$ cat src/rtl/dsp_simd_add.sv
// dsp_simd_add: lane-parallel two-operand adder modelled on the DSP48E2 SIMD ALU.
// The 48-bit ALU word is split into 1, 2 or 4 slots; carries stop at slot edges.
// Optional macro DSP_SIMD_ADD_PREG_EN registers y/co (P-register, 1-cycle latency);
// without it the block is purely combinational and clock/reset are unused.
module dsp_simd_add #(
    parameter int unsigned LANES = 1,
    parameter int unsigned WIDTH = 8
) (
    input  logic                     clock,
    input  logic                     reset,
    input  logic [LANES*WIDTH-1:0]   a,
    input  logic [LANES*WIDTH-1:0]   b,
    output logic [LANES*WIDTH-1:0]   y,
    output logic [LANES-1:0]         co
);

    localparam int unsigned ALU_W = 48;
    localparam int unsigned SEG   = (LANES == 1) ? 1 : (LANES == 2) ? 2 : 4;
    localparam int unsigned S     = ALU_W / SEG;
    localparam int unsigned SUM_W = SEG * (S + 1);

    localparam bit LEGAL =
        ((LANES == 1) && (WIDTH >= 1) && (WIDTH <= 48)) ||
        ((LANES == 2) && (WIDTH >= 1) && (WIDTH <= 24)) ||
        ((LANES == 3) && (WIDTH >= 1) && (WIDTH <= 12));

    // Refuse to build an unsupported lane/width combination.
    if (!LEGAL) begin : g_bad_cfg
        $fatal(1, "dsp_simd_add: illegal LANES=%0d WIDTH=%0d", LANES, WIDTH);
    end

    logic [ALU_W-1:0]       alu_a;
    logic [ALU_W-1:0]       alu_b;
    logic [SUM_W-1:0]       sum_flat;
    logic [LANES*WIDTH-1:0] y_c;
    logic [LANES-1:0]       co_c;

    // Pack lanes into slots (zero-extended) and add each slot with its own carry chain.
    for (genvar k = 0; k < SEG; k++) begin : g_slot
        if (k < LANES) begin : g_lane
            assign alu_a[k*S +: S] = S'(a[k*WIDTH +: WIDTH]);
            assign alu_b[k*S +: S] = S'(b[k*WIDTH +: WIDTH]);
        end else begin : g_pad
            // Spare slot in three-lane mode: tied off, result ignored.
            assign alu_a[k*S +: S] = '0;
            assign alu_b[k*S +: S] = '0;
        end
        assign sum_flat[k*(S+1) +: (S+1)] =
            {1'b0, alu_a[k*S +: S]} + {1'b0, alu_b[k*S +: S]};
    end

    // Extract lane sums; bit WIDTH of the slot sum is the lane carry
    // (it is the slot carry-out when the lane fills the slot).
    for (genvar i = 0; i < LANES; i++) begin : g_out
        assign y_c[i*WIDTH +: WIDTH] = sum_flat[i*(S+1) +: WIDTH];
        assign co_c[i]               = sum_flat[i*(S+1) + WIDTH];
    end

    // Upper slot bits above the lane carry and the spare slot are discarded.
    logic unused_sum;
    assign unused_sum = ^sum_flat;

`ifdef DSP_SIMD_ADD_PREG_EN
    // P-register: capture sums on clock, clear asynchronously while reset is low.
    always_ff @(posedge clock or negedge reset) begin
        if (!reset) begin
            y  <= '0;
            co <= '0;
        end else begin
            y  <= y_c;
            co <= co_c;
        end
    end
`else
    // No P-register: outputs follow operands in the same cycle.
    assign y  = y_c;
    assign co = co_c;

    logic unused_clk_rst;
    assign unused_clk_rst = clock ^ reset;
`endif

endmodule

$ cat config.mk
export PLATFORM = sky130hd
export DESIGN_NAME = dsp_simd_add
export DESIGN_NICKNAME = d
export VERILOG_FILES = /design/src/rtl/dsp_simd_add.sv
export SDC_FILE = /design/constraint.sdc
export NUM_CORES = 1
export LEC_CHECK = 0
export ABC_AREA = 1
export CORE_AREA = 2 2 39 41
export DETAILED_ROUTE_END_ITERATION = 8
export DIE_AREA = 0 0 41 43
export PLACE_DENSITY = 0.68
export SYNTH_ARGS = -nofsm -noshare
export SYNTH_HDL_FRONTEND = slang
export SYNTH_SLANG_ARGS = --single-unit
$ cat constraint.sdc
create_clock -name vclk -period 1.85
set_input_delay 0.37 -clock vclk [all_inputs]
set_output_delay 0.37 -clock vclk [all_outputs]
set_load 0.03 [all_outputs]
; After elaboration in Yosys (flattened, before gate mapping)
; Index checks and enable logic that the tools add are counted.
[classes]
addsub = 1
multipliers = 0
n_div = 0
magnitude_cmp = 0
n_eq_ne = 0
shift = 0
muxes = 0
n_bitwise = 0
reduce_logical = 0
[ops]
columns = op, count
row1 = adder 8 x 8 -> 9 bit, 1
[totals]
ff_bits = 0
latch_bits = 0
mem_bits_rw = 0
romBits = 0
out_inout_bits = 9
elab_cells = 1
memories = 0

; Depth between registers and ports, before layout
; Gate-level depths: netlist of run 1.
[logic_depth]
word_depth = 1
depth_mapped = 8
depth_no_buf = 8

; Least setup slack after synthesis of run 1
; OpenSTA, ideal clock, no wires.
[synth_path]
path_type = in2out
from = input a[0]
to = output y[4]
arrival_ns = 1.513
required_ns = 1.480
path_slack_ns = -0.033
stages = 6
n_path_buf = 0
cell_sequence = ha_1 fa_1 nand2_1 nand2_1 nand2_1 xnor2_1
[synth_between]
elab_chain_len = 1
[synth_rtl]
columns = element, line_no
row1 = "start, declared", 11  ; input logic [LANES*WIDTH-1:0] a,
row2 = adder 8 x 8 -> 9 bit, 49  ; {1'b0, alu_a[k*S +: S]} + {1'b0, alu_b[k*S +: S]};
row3 = "end, declared", 13  ; output logic [LANES*WIDTH-1:0] y,
; No other way between the ends.

; Final worst setup path of run 1
[layout_path]
from = input a[0]
to = output co
[layout_between]
elab_chain_len = 1
[layout_rtl]
columns = element, line_no
row1 = adder 8 x 8 -> 9 bit, 49
row2 = "end, declared", 14  ; output logic [LANES-1:0] co
; No other way between the ends.

==> results.yml, run 1 <==
setup_path:
  required_ns: 1.48
  critPathMostFrequentCell: "nand2_2"
  cp_cell_sequence: "buf_6 > ha_4 > fa_2 > nand2_2 > nand2_4 > nand3b_4 > nand2_4 > nand2_2 > nand2_2 > buf_6"
  setup.worst_path.class: "primary input to output port"
  critical_path_cell_count: 10
  critical_path_arrival_ns: 1.53
  crit_path_top_delay_cell: "fa_2"
  critical_path.startpoint: "a[0]"
  crit_fanout: 2
  cp-start-kind: "primary input"
  path_buf_inv: 2
  crit_family: "adder cells"
  slowest_delay_ns: 0.36
  endpoint: "co"
  setup.worst_path.end_class: "output port"
grt:
  grt_max_degree: 4
  grt_pass1_vias: 484
  antenna_found_initial: 0
  track_usage_pct: 15.4
  grt_pass1_wl_mm: 1.95
  grt-ovfl-total: 0
sta:
  period_minus_slack_ns: 1.90
  fin_crit_sh_pct: 102
  fmax_mhz: 528
  tightest_slew_ns: 0.248
  slew_viol_final: 0
  hold_viol: 0
  rsz0062_at_grt: "true"
  worst_hold_slack_ns: 1.07
  relSlewSlack_pct: 83.4
  finalSetupViolations: 4
  setup_ws_ns: -0.0457
routing:
  ant_nets: 0
  post_drt_wl_per_cell_um: 11.0
  drt-initial-drc-count: 3
  num_vias: 525
  dr.pass1.iters: 4
  drc: 0
  drt-total-wl_mm: 1.28
  via_per_inst: 4.53
run_status:
  outcome: "finished with violations"
  violations: "negative setup slack"
logic_synthesis:
  synth_warnings: 0
  syn-num-nets: 86
  ys_seq_area_share_pct: 0
  avgSynthCellArea_sq_um: 6.38
  ys_types: 16
  syn_area_sq_um: 377
  syn_inst: 59
place:
  gp_congestion: 0.743
  dp_cells: 110
  dp_hpwl_um: 850
  portBuffers: 25
cells_and_area:
  finalNonFillerCells: 116
  syn_to_final_growth_pct: 135
  final_nets: 129
  layout_common_cells: "15 x buf_6, 14 x buf_4, 13 x nand2_1, 8 x nand2_2"
  antenna_cells: 0
  mostFrequentLayoutCell: "buf_6"
  n_clock_buffer: 0
  seq_cell_count: 0
  seqCellArea_sq_um: 0
  drive_gt1_share_pct: 68.0
  fin_util_pct: 64.0
hold_path:
  hp-class: "primary input to output port"
power_and_ir_drop:
  powerDensity_nw_per_um2: 441
  pwr-share-clk_pct: 0
  comb_power_share_pct: 100.0
  p_int_uw: 195
  ir_drop_uv: 213
  p_leak_nw: 0.463
  p_seq_share_pct: 0
  switching_share_pct: 50.1
  switching_power_uw: 196
die:
  rows: 14
  die_w_um: 41
  design.die.area_sq_um: 1760
  coreArea_sq_um: 1380
  io_pins: 27
  die_y_um: 43
  start_util_pct: 27.2
flow_run:
  drv_cap: 0
==> logic make-up after synthesis <==
group / share of synthesized area (%)
compound gates: 3.99
xor+xnor: 6.98
fa+ha+maj: 31.9
buf+inv: 7.97
simple gates: 49.2
==> worst min path at each step <==
stage | cells after the start | end | startpoint
after floorplan | 1 | y[0] | b[0]
after global placement | 3 | y[0] | b[0]
after detailed placement | 3 | y[0] | b[0]
after CTS | 3 | y[0] | a[0]
after global routing | 3 | y[0] | b[0]
final | 3 | y[0] | b[0]
==> metal layers <==
layer	up-vias	wire length, um	track usage (%)	part of all wire [%]
met4	0	0	0	0
li1	272	-	-	-
met3	0	25	0	2.0
met5	-	0	0	0
met2	6	707	27.5	55
met1	247	545	21.0	43
==> repair_timing <==
item	in CTS	in global routing
setup buffers	7	1
setup endpoints to repair	8	7
gates resized for setup	80	17
hold buffers	0	0
pin swaps	22	14
==> cell type report <==
class / count / area [sq um]
repair buffers: 41 / 349
well taps: 16 / 20.0
fillers: 114 / 498
inverters: 8 / 30.0
multi-input cells: 51 / 487
==> cell usage after synthesis <==
library cell  count  share of area [%]
a21oi_1           3                4.0
fa_1              1                5.3
ha_1              8                 27
inv_1             7                7.0
inv_2             1                1.0
nand2_1          22                 22
nand2_2           3                5.0
nand3_1           3                4.0
nand3_2           1                2.7
nand3b_1          1                2.0
nand3b_4          1                5.3
nor2_1            2                2.0
nor2_2            1                1.7
or2_4             2                4.7
xnor2_1           2                4.7
xor2_1            1                2.3
==> power groups by stage <==
stage | sequential [mW] | clock (mW) | combinational [mW]
floorplan | 0 | 0 | 0.184
global placement | 0 | 0 | 0.307
detailed placement | 0 | 0 | 0.309
CTS | 0 | 0 | 0.380
global route | 0 | 0 | 0.418
finish | 0 | 0 | 0.390
==> through the flow <==
stage	area, sq um	setup TNS [ns]	worst slack [ns]	total power [mW]
2_1_floorplan	389	0	0.0189	0.184
3_3_place_gp	714	-3.52	-0.913	0.307
3_5_place_dp	714	-3.76	-0.979	0.309
4_1_cts	902	-0.181	-0.0636	0.380
5_1_grt	886	-0.336	-0.0988	0.418
6_report	886	-0.138	-0.0457	0.390
Power figures use the tool's default switching activity.
==> inputs of run 2 (changes only) <==
--- a/config.mk
+++ b/config.mk
@@ -6,10 +6,13 @@
 export NUM_CORES = 1
 export LEC_CHECK = 0
 export ABC_AREA = 1
-export CORE_AREA = 2 2 39 41
+export CELL_PAD_IN_SITES_DETAIL_PLACEMENT = 0
+export CELL_PAD_IN_SITES_GLOBAL_PLACEMENT = 1
+export CORE_MARGIN = 2
+export CORE_UTILIZATION = 23
 export DETAILED_ROUTE_END_ITERATION = 8
-export DIE_AREA = 0 0 41 43
-export PLACE_DENSITY = 0.68
+export GPL_TIMING_DRIVEN = 0
+export PLACE_DENSITY_LB_ADDON = 0.1
 export SYNTH_ARGS = -nofsm -noshare
 export SYNTH_HDL_FRONTEND = slang
 export SYNTH_SLANG_ARGS = --single-unit
==> run 2 against run 1 <==
  * The run still ends with negative setup slack left
  * Hold slack gained 0.13 ns
  * Combinational power is 8.7% lower
  * Die area up 12%
  * Via count shrank 11%
  * Global-route usage is 5.4 points lower
  * Largest cell class unchanged
  * Fmax rose by 0.23%
  * Count of clock-buffer cells in the layout did not move
  * Highest routed layer unchanged
  * Non-clock buffer count down 10
  * First-iteration DRC count unchanged
  * Largest power group unchanged
  * Power fell by 8.7%
==> results.yml, run 2 (synthesis gave the netlist of run 1 again) <==
run_status:
  outcome: "finished with violations"
  violations: "negative setup slack"
power_and_ir_drop:
  ir_drop_uv: 173
  switching_share_pct: 52.2
  pwr-share-clk_pct: 0
  p_total_uw: 356
  comb_power_share_pct: 100.0
  p_seq_share_pct: 0
  switching_power_uw: 186
  powerDensity_nw_per_um2: 440
  p_int_uw: 170
  p_leak_nw: 0.403
setup_path:
  crit_fanout: 2
  required_ns: 1.48
  setup.worst_path.end_class: "output port"
  critical_path_arrival_ns: 1.52
  cp-start-kind: "primary input"
  setup.worst_path.class: "primary input to output port"
routing:
  via_per_inst: 4.42
  drc: 0
  post_drt_wl_per_cell_um: 9.87
  drt-initial-drc-count: 3
  dr.pass1.iters: 2
  ant_nets: 0
  num_vias: 468
  drt-total-wl_mm: 1.05
place:
  gp_congestion: 0.620
  place_ws_ns: -1.02
  dp_hpwl_um: 763
  portBuffers: 25
  dp_cells: 100
sta:
  hold_viol: 0
  rsz0062_at_grt: "true"
  setup_ws_ns: -0.0413
  period_minus_slack_ns: 1.89
  finalSetupViolations: 3
  fin_crit_sh_pct: 102
  relSlewSlack_pct: 79.4
  slew_viol_final: 0
  fmax_mhz: 529
  tightest_slew_ns: 0.308
die:
  io_pins: 27
  die_y_um: 44.5
  design.die.area_sq_um: 1980
  die_w_um: 44.5
  start_util_pct: 24.7
  coreArea_sq_um: 1520
  rows: 14
grt:
  track_usage_pct: 9.96
  grt_pass1_wl_mm: 1.61
  antenna_found_initial: 0
  grt_max_degree: 6
  grt-ovfl-total: 0
  grt_pass1_vias: 413
cells_and_area:
  fillerInstances: 156
  layout_common_cells: "11 x nand2_2, 10 x nand2_1, 10 x clkbuf_2, 8 x ha_4"
  mostFrequentLayoutCell: "nand2_2"
  finalNonFillerCells: 106
  multi_input_area_sq_um: 519
  seq_cell_count: 0
  syn_to_final_growth_pct: 115
  seqCellArea_sq_um: 0
  antenna_cells: 0
  n_clock_buffer: 0
  drive_gt1_share_pct: 67.8
  final_nets: 119
flow_run:
  drv_cap: 0
hold_path:
  hp-class: "primary input to output port"
clock_tree:
  ctsHoldBuffers: 0
==> run 2: critical path, cell delays in order <==
cell and delay (ns):
buf_6 0.10, ha_4 0.15, fa_2 0.37, nand2_2 0.09, nand2_4 0.05, nand3b_4 0.09
nand2_4 0.05, nand2_2 0.07, nand2_2 0.04, buf_6 0.13
==> run 2: power groups by stage <==
stage | combinational [mW] | sequential (mW) | clock, mW
final | 0.356 | 0 | 0
after global routing | 0.386 | 0 | 0
after CTS | 0.329 | 0 | 0
after detailed placement | 0.295 | 0 | 0
after global placement | 0.295 | 0 | 0
after floorplan | 0.184 | 0 | 0
==> run 2: final timing paths <==
| check | to | slack (ns) | cells past startpoint | from |
|---|---|---|---|---|
| hold / removal | co | 1.21 | 5 | b[6] |
| setup / recovery | co | -0.04 | 10 | b[0] |
==> run 2: cell type report <==
class	count	share of cell area [%]
inverters	8	3.71
multi-input cells	51	64.1
well taps	16	2.47
repair buffers	31	29.7
==> run 2: metal layers <==
layer  GRT usage [%]  wire, um  up-vias
met2            17.4       560        9
met4               0         0        0
li1                -         -      249
met1            14.5       450      210
met3               0        36        0
met5               0         0        -
==> run 2: through the flow <==
| stage | hold slack, ns | TNS [ns] | instance area (sq um) | util (%) |
|---|---|---|---|---|
| after floorplan | 0.999 | 0 | 389 | - |
| after global placement | 1.97 | -7.11 | 659 | 43.3 |
| after detailed placement | 1.98 | -7.11 | 659 | 43.3 |
| after CTS | 1.36 | -0.128 | 777 | 51.0 |
| after global routing | 1.23 | -0.272 | 810 | 53.1 |
| final | 1.21 | -0.0906 | 810 | 53.1 |
==> run 2: timing repair <==
item	CTS	global route
setup buffers	3	3
setup endpoints to repair	9	7
pin swaps	12	19
gates cloned	0	0
gates resized for setup	87	34
endpoints found under the hold margin	0	0
==> inputs of run 3 (changes only) <==
--- a/config.mk
+++ b/config.mk
@@ -13,6 +13,7 @@
 export DETAILED_ROUTE_END_ITERATION = 8
 export GPL_TIMING_DRIVEN = 0
 export PLACE_DENSITY_LB_ADDON = 0.1
+export SETUP_SLACK_MARGIN = 0.15
 export SYNTH_ARGS = -nofsm -noshare
 export SYNTH_HDL_FRONTEND = slang
 export SYNTH_SLANG_ARGS = --single-unit
==> run 3 against run 2 <==
  * Non-clock buffer count rose by 1
  * Critical path depth did not move
  * Fmax fell by 0.60%
  * Count of clock-buffer cells in the layout did not move
  * Critical path type unchanged
  * Routed wire length fell by 6.5%
  * The flow still finishes with violations (negative setup slack)
  * Cell count rose by 0.94%
==> results.yml, run 3 (synthesis gave the netlist of run 1 again) <==
cells_and_area:
  layout_common_cells: "12 x nand2_1, 11 x buf_2, 9 x buf_6, 8 x nand2_2, 8 x buf_4"
  final_nets: 120
  n_clock_buffer: 0
  antenna_cells: 0
  syn_to_final_growth_pct: 120
  mostFrequentLayoutCell: "nand2_1"
  drive_gt1_share_pct: 68.1
  stdcell_area_sq_um: 830
  fillerInstances: 153
  seq_cell_count: 0
  seqCellArea_sq_um: 0
place:
  gp_congestion: 0.630
  dpl_cell_area_sq_um: 707
  portBuffers: 25
power_and_ir_drop:
  pwr-share-clk_pct: 0
  switching_share_pct: 51.6
  p_int_uw: 178
  switching_power_uw: 190
  comb_power_share_pct: 100.0
  p_seq_share_pct: 0
  ir_drop_uv: 202
  p_leak_nw: 0.428
  powerDensity_nw_per_um2: 443
die:
  rows: 14
  start_util_pct: 24.7
  io_pins: 27
  coreArea_sq_um: 1520
  die_w_um: 44.5
  design.die.area_sq_um: 1980
  die_y_um: 44.5
sta:
  period_minus_slack_ns: 1.90
  hold_viol: 0
  finalSetupViolations: 3
  tightest_slew_ns: 0.295
  slew_viol_final: 0
  relSlewSlack_pct: 80.4
  fmax_mhz: 526
  fin_crit_sh_pct: 103
  rsz0062_at_grt: "true"
  setup_ws_ns: -0.0527
  tns_ns: -0.104
routing:
  drt-total-wl_um: 978
  dr.pass1.iters: 2
  post_drt_wl_per_cell_um: 9.14
  drc: 0
  drt-initial-drc-count: 2
  num_vias: 475
  ant_nets: 0
  via_per_inst: 4.44
hold_path:
  hold_path_end: "y[2]"
  hold_depth: 4
  hp-class: "primary input to output port"
  min_from: "b[2]"
grt:
  grt-ovfl-total: 0
  antenna_found_initial: 0
  grt_pass1_wl_mm: 1.84
  grt_max_degree: 5
  track_usage_pct: 11.5
  grt_pass1_vias: 441
setup_path:
  crit_fanout: 2
  cp-start-kind: "primary input"
  critical_path_arrival_ns: 1.53
  setup.worst_path.end_class: "output port"
  required_ns: 1.48
  setup.worst_path.class: "primary input to output port"
run_status:
  outcome: "finished with violations"
  violations: "negative setup slack"
flow_run:
  drv_cap: 0
==> run 3: what timing repair did <==
item / CTS / global route
pin swaps: 23 / 2
setup buffers: 5 / 2
hold buffers: 0 / 0
endpoints found under the setup margin: 9 / 8
resized for setup: 132 / 3
==> run 3: stage by stage <==
step	setup WS [ns]	total power [mW]	util (%)	hold WS (ns)	instances
5_1_grt	-0.114	0.400	54.4	1.19	107
2_1_floorplan	0.113	0.205	-	0.895	59
4_1_cts	-0.0622	0.362	53.1	1.18	105
6_report	-0.0527	0.368	54.4	1.18	107
3_5_place_dp	-0.928	0.314	46.4	1.98	100
3_3_place_gp	-0.933	0.314	46.4	1.97	100
==> run 3: worst max-delay path, cell delays in order <==
cell and delay (ns):
buf_6 0.10, ha_4 0.15, fa_2 0.35, nand2_2 0.08, nand2_2 0.06, nand3b_4 0.09, nand2_4 0.07, nand2_4 0.08
nand2_4 0.04, buf_6 0.13
==> run 3: final cells by class <==
cell class | instances | area (sq um) | share of cell area, %
inverter | 8 | 30.0 | 3.62
timing repair buffer | 32 | 254 | 30.6
multi-input combinational | 51 | 526 | 63.3
tap | 16 | 20.0 | 2.41
==> run 3: power groups by stage <==
stage	Sequential (mW)	Combinational, mW	Clock (mW)
6_report	0	0.368	0
5_1_grt	0	0.400	0
4_1_cts	0	0.362	0
3_5_place_dp	0	0.314	0
3_3_place_gp	0	0.314	0
2_1_floorplan	0	0.205	0
==> run 3: worst max-delay path by stage <==
stage	end	slack [ns]	startpoint
floorplan	y[2]	0.11	a[0]
global placement	y[4]	-0.93	a[0]
detailed placement	y[4]	-0.93	a[0]
CTS	co	-0.06	b[0]
global route	co	-0.11	b[0]
finish	co	-0.05	b[0]
==> run 3: metal layers <==
layer	vias to the layer above	GRT usage (%)	routed length [um]
met3	0	0	36
met1	212	17.7	456
met5	-	0	0
met4	0	0	0
li1	253	-	-
met2	10	18.8	485
